--- config.mk ---
export PLATFORM = sky130hd
export DESIGN_NAME = universal_ff_bank
export DESIGN_NICKNAME = d
export VERILOG_FILES = /design/src/rtl/universal_ff_bank.sv
export SDC_FILE = /design/constraint.sdc
export NUM_CORES = 1
export LEC_CHECK = 0
export CELL_PAD_IN_SITES_DETAIL_PLACEMENT = 0
export CELL_PAD_IN_SITES_GLOBAL_PLACEMENT = 2
export CORE_AREA = 5 5 92 68
export DETAILED_ROUTE_END_ITERATION = 8
export DIE_AREA = 0 0 97 73
export HOLD_SLACK_MARGIN = 0.12
export PLACE_DENSITY_LB_ADDON = 0.1
export SETUP_SLACK_MARGIN = 0.02
export SYNTH_ARGS = -nofsm -noshare
export SYNTH_HDL_FRONTEND = slang
export SYNTH_SLANG_ARGS = --single-unit
--- constraint.sdc ---
create_clock -name clk -period 1.2 [get_ports clk]
set_input_delay 0.24 -clock clk [delete_from_list [all_inputs] [get_ports clk]]
set_output_delay 0.24 -clock clk [all_outputs]
set_load 0.1 [all_outputs]
--- src/rtl/universal_ff_bank.sv ---
// Bank of WIDTH independent flip-flops selectable as SR/JK/D/T, with a sticky SR-illegal flag.
// Define UFF_ILLEGAL_CNT_EN to build the saturating illegal-event counter; otherwise illegal_cnt is tied to 0.
module universal_ff_bank #(
    parameter int               WIDTH   = 8,
    parameter logic [WIDTH-1:0] RST_VAL = '0,
    parameter int               SR_ILL  = 0,
    parameter int               CNT_W   = 8
) (
    input  logic             clk,
    input  logic             rst_n,
    input  logic [1:0]       mode,
    input  logic             en,
    input  logic [WIDTH-1:0] a,
    input  logic [WIDTH-1:0] b,
    output logic [WIDTH-1:0] q,
    output logic [WIDTH-1:0] qb,
    output logic             illegal,
    input  logic             illegal_clr,
    output logic [CNT_W-1:0] illegal_cnt
);

    localparam logic [1:0] MODE_SR = 2'b00;
    localparam logic [1:0] MODE_JK = 2'b01;
    localparam logic [1:0] MODE_D  = 2'b10;
    localparam logic [1:0] MODE_T  = 2'b11;

    logic [WIDTH-1:0] q_q, q_d;
    logic [WIDTH-1:0] qb_q;
    logic             illegal_q, illegal_d;
    logic             illegal_evt;

    function automatic logic next_bit(input logic [1:0] m, input logic qc,
                                      input logic x, input logic y);
        logic nb;
        nb = qc;
        case (m)
            MODE_SR: begin
                case ({x, y})
                    2'b01:   nb = 1'b0;
                    2'b10:   nb = 1'b1;
                    2'b11: begin
                        // SR_ILL=3 deliberately falls through to hold
                        case (SR_ILL)
                            1:       nb = 1'b0;
                            2:       nb = 1'b1;
                            default: nb = qc;
                        endcase
                    end
                    default: nb = qc;
                endcase
            end
            MODE_JK: begin
                case ({x, y})
                    2'b01:   nb = 1'b0;
                    2'b10:   nb = 1'b1;
                    2'b11:   nb = ~qc;
                    default: nb = qc;
                endcase
            end
            MODE_D:  nb = x;
            MODE_T:  nb = x ? ~qc : qc;
            default: nb = qc;
        endcase
        return nb;
    endfunction

    genvar gi;
    generate
        for (gi = 0; gi < WIDTH; gi++) begin : g_chan
            assign q_d[gi] = next_bit(mode, q_q[gi], a[gi], b[gi]);
        end
    endgenerate

    // One event per cycle no matter how many channels see s=r=1
    assign illegal_evt = en && (mode == MODE_SR) && (|(a & b));

    always_comb begin
        illegal_d = illegal_q;
        if (illegal_evt)
            illegal_d = 1'b1;
        else if (illegal_clr)
            illegal_d = 1'b0;
    end

    always_ff @(posedge clk or negedge rst_n) begin
        if (!rst_n) begin
            q_q       <= RST_VAL;
            qb_q      <= ~RST_VAL;
            illegal_q <= 1'b0;
        end else begin
            if (en) begin
                q_q  <= q_d;
                qb_q <= ~q_d;
            end
            illegal_q <= illegal_d;
        end
    end

`ifdef UFF_ILLEGAL_CNT_EN
    localparam logic [CNT_W-1:0] CNT_MAX = '1;

    logic [CNT_W-1:0] cnt_q, cnt_d;

    // A clear coinciding with an event restarts the count at one
    always_comb begin
        cnt_d = cnt_q;
        if (illegal_clr)
            cnt_d = illegal_evt ? CNT_W'(1) : '0;
        else if (illegal_evt && (cnt_q != CNT_MAX))
            cnt_d = cnt_q + CNT_W'(1);
    end

    always_ff @(posedge clk or negedge rst_n) begin
        if (!rst_n)
            cnt_q <= '0;
        else
            cnt_q <= cnt_d;
    end

    assign illegal_cnt = cnt_q;
`else
    assign illegal_cnt = '0;
`endif

    assign q       = q_q;
    assign qb      = qb_q;
    assign illegal = illegal_q;

endmodule

==> results.json <==
{
  "status": "finished, violations left",
  "violations": "negative setup slack",
  "synth.avg_cell_area_sq_um": 10.0,
  "synth_top_family_by_area": "compound AO/OA/AOI/OAI gates",
  "core_sq_mm": 0.00544,
  "setup_ws_ps": -80.2,
  "period_share": 1.07,
  "gp_routability_congestion": 0.729,
  "area_growth_pct": 89.9,
  "diodes": 0,
  "power.total_mw": 3.23,
  "max_cap_viol_count": 0,
  "yosys.cell_types.count": 30,
  "wirelength_microns": 4320,
  "muxShareOfSynthArea": 0.0154,
  "grt_start_max_net_pins": 18,
  "cts_tree": "done",
  "syn_area_sq_mm": 0.00138,
  "crit_type": "reg -> reg",
  "setup_viol": 21,
  "cts_buffers": 3,
  "viasPerCell": 4.73,
  "fmax_ghz": 0.781,
  "synth-seq-cells": 17,
  "hold_ws_ps": 313,
  "crit_required_ps": 1390,
  "htreeDepth": 1,
  "grt_pass1_vias": 1487,
  "synth_compound_area_frac": 0.269,
  "async_flop_share": 1.00,
  "hold_buffers": 0,
  "grt_pass1_wl_microns": 7090,
  "start_util": 0.254,
  "cts.path.max_buffers": 2,
  "die_x_microns": 97,
  "r2r_cells": 3,
  "synth.yosys.warnings": 0,
  "drtIter0Drc": 46,
  "ff2ff_setup_slack_ps": -80,
  "num_vias": 1372,
  "dieArea_sq_mm": 0.00708,
  "synthAdderAreaFrac": 0.145,
  "rsz0062_at_grt": "yes",
  "r2r-start": "q[0]$_DFFE_PN0P_",
  "clk_latency_ps": 260,
  "synthXorXnorAreaFrac": 0,
  "layout-drive-gt1-share": 0.581,
  "dr.pass1.iters": 2,
  "maxSlewViolCount": 0,
  "antenna_left": 0,
  "antenna_found_initial": 0,
  "final_common_cell": "buf_4",
  "start_kind": "register",
  "dp_slack_ps": -593,
  "routedWlPerCell_microns": 14.9,
  "synth-simple-area-share": 0.126,
  "io_pins": 47,
  "crit_arrival_ps": 1470,
  "ir_worst_vdd_mv": 0.691,
  "clock-sinks": 17,
  "die_y_microns": 73,
  "finalCriticalPeriod_ps": 1280,
  "worstPathMaxFanout": 3,
  "regToRegEndpoint": "qb[0]$_DFFE_PN1P_",
  "synth-main-ff-cell": "dfrtp_1",
  "powerDensity_mw_per_mm2": 1230,
  "syn_inst": 138,
  "grt_overflow": 0,
  "nFillCells": 482,
  "root_buffer": "clkbuf_8",
  "final_cell_mix": "buf_4, inv_1, buf_12, buf_6",
  "port-buffer-count": 38,
  "leakage_nw": 1.09,
  "clk_pin_slew_worst_paths_ps": 80,
  "grt_usage": 0.123,
  "fin_nets": 254,
  "rows": 23,
  "synth_seq_area_share": 0.315,
  "utilization": 0.483,
  "hpwl_microns": 3220,
  "fin_skew_ps": 5.64,
  "drc": 0,
  "hold_path_class": "in -> async",
  "cp-end-kind": "register",
  "synth_edf_count": 0,
  "hold_viol_final": 0
}
[worst max-delay path by stage]
stage,from,to,slack (ps),depth (start not counted)
detailed placement,a[0],illegal$_DFFE_PN0P_,-590,5
finish,q[0]$_DFFE_PN0P_,qb[0]$_DFFE_PN1P_,-80,3
CTS,q[7]$_DFFE_PN0P_,q[7],-70,2
global placement,b[1],q[1]$_DFFE_PN0P_,-550,6
floorplan,q[4]$_DFFE_PN0P_,qb[4]$_DFFE_PN1P_,-80,3
global route,q[0]$_DFFE_PN0P_,qb[0]$_DFFE_PN1P_,-110,3
[what timing repair did]
item / CTS / global route
resized for setup: 45 / 37
endpoints found under the setup margin: 33 / 33
pin swaps: 11 / 21
hold endpoints to repair: 0 / 0
setup buffers: 8 / 4
[worst max-delay path: stages, from the launching register on]
cell and delay [ps]:
dfrtp_4 480, buf_4 140, a32o_1 240, o32a_1 350
[through the flow]
stage,TNS [ps],instance area [sq um],instances
after floorplan,-680,1470,145
after global placement,-8640,2250,274
after global routing,-1670,2630,290
final,-872,2630,290
after detailed placement,-9210,2250,274
after CTS,-992,2420,286
[per-layer routing]
layer	track usage	wire [microns]
met5	0	0
met4	0.0218	22
met3	0.0306	125
met2	0.222	2160
met1	0.152	2010
[synthesized netlist by cell type, types with 2 or more instances]
cell type | number | share of area
buf_2 | 3 | 0.011
inv_1 | 18 | 0.049
a32o_1 | 5 | 0.036
dfstp_2 | 8 | 0.15
dfrtp_1 | 9 | 0.16
o21ai_0 | 3 | 0.011
nand4_1 | 7 | 0.032
nor4_1 | 2 | 0.0090
nor2_1 | 5 | 0.014
nor2b_1 | 9 | 0.041
buf_4 | 9 | 0.049
o32ai_1 | 7 | 0.044
nand4b_1 | 3 | 0.019
o211ai_1 | 4 | 0.022
a211oi_2 | 7 | 0.063
o32a_1 | 7 | 0.051
ha_1 | 16 | 0.14
o311ai_0 | 3 | 0.019
buf_6 | 2 | 0.016
[area by class of cell]
cell class / instances / area [sq um] / area share
Sequential cell: 17 / 467 / 0.178
Tap cell: 75 / 93.8 / 0.0357
Clock buffer: 4 / 45.0 / 0.0172
Timing Repair Buffer: 81 / 905 / 0.345
Inverter: 18 / 67.6 / 0.0257
Multi-Input combinational cell: 95 / 1050 / 0.399
[state kept, by name, summed over array words and instances (netlist names)]
| signal | count |
|---|---|
| illegal | 1 |
| q | 8 |
| qb | 8 |
[cells by family (layout without fill, tap and decap cells)]
group	Yosys count	after routing
simple gates	29	29
compound gates	40	40
flops	17	17
mux	2	2
other cells	1	8
buf+inv	33	103
fa+ha+maj	16	16
[power by group]
group	internal [mW]	switching [mW]	total, mW
combinational	0.790	1.15	1.94
sequential	0.719	0.113	0.832
clock	0.236	0.222	0.458
Power figures use the tool's default switching activity.
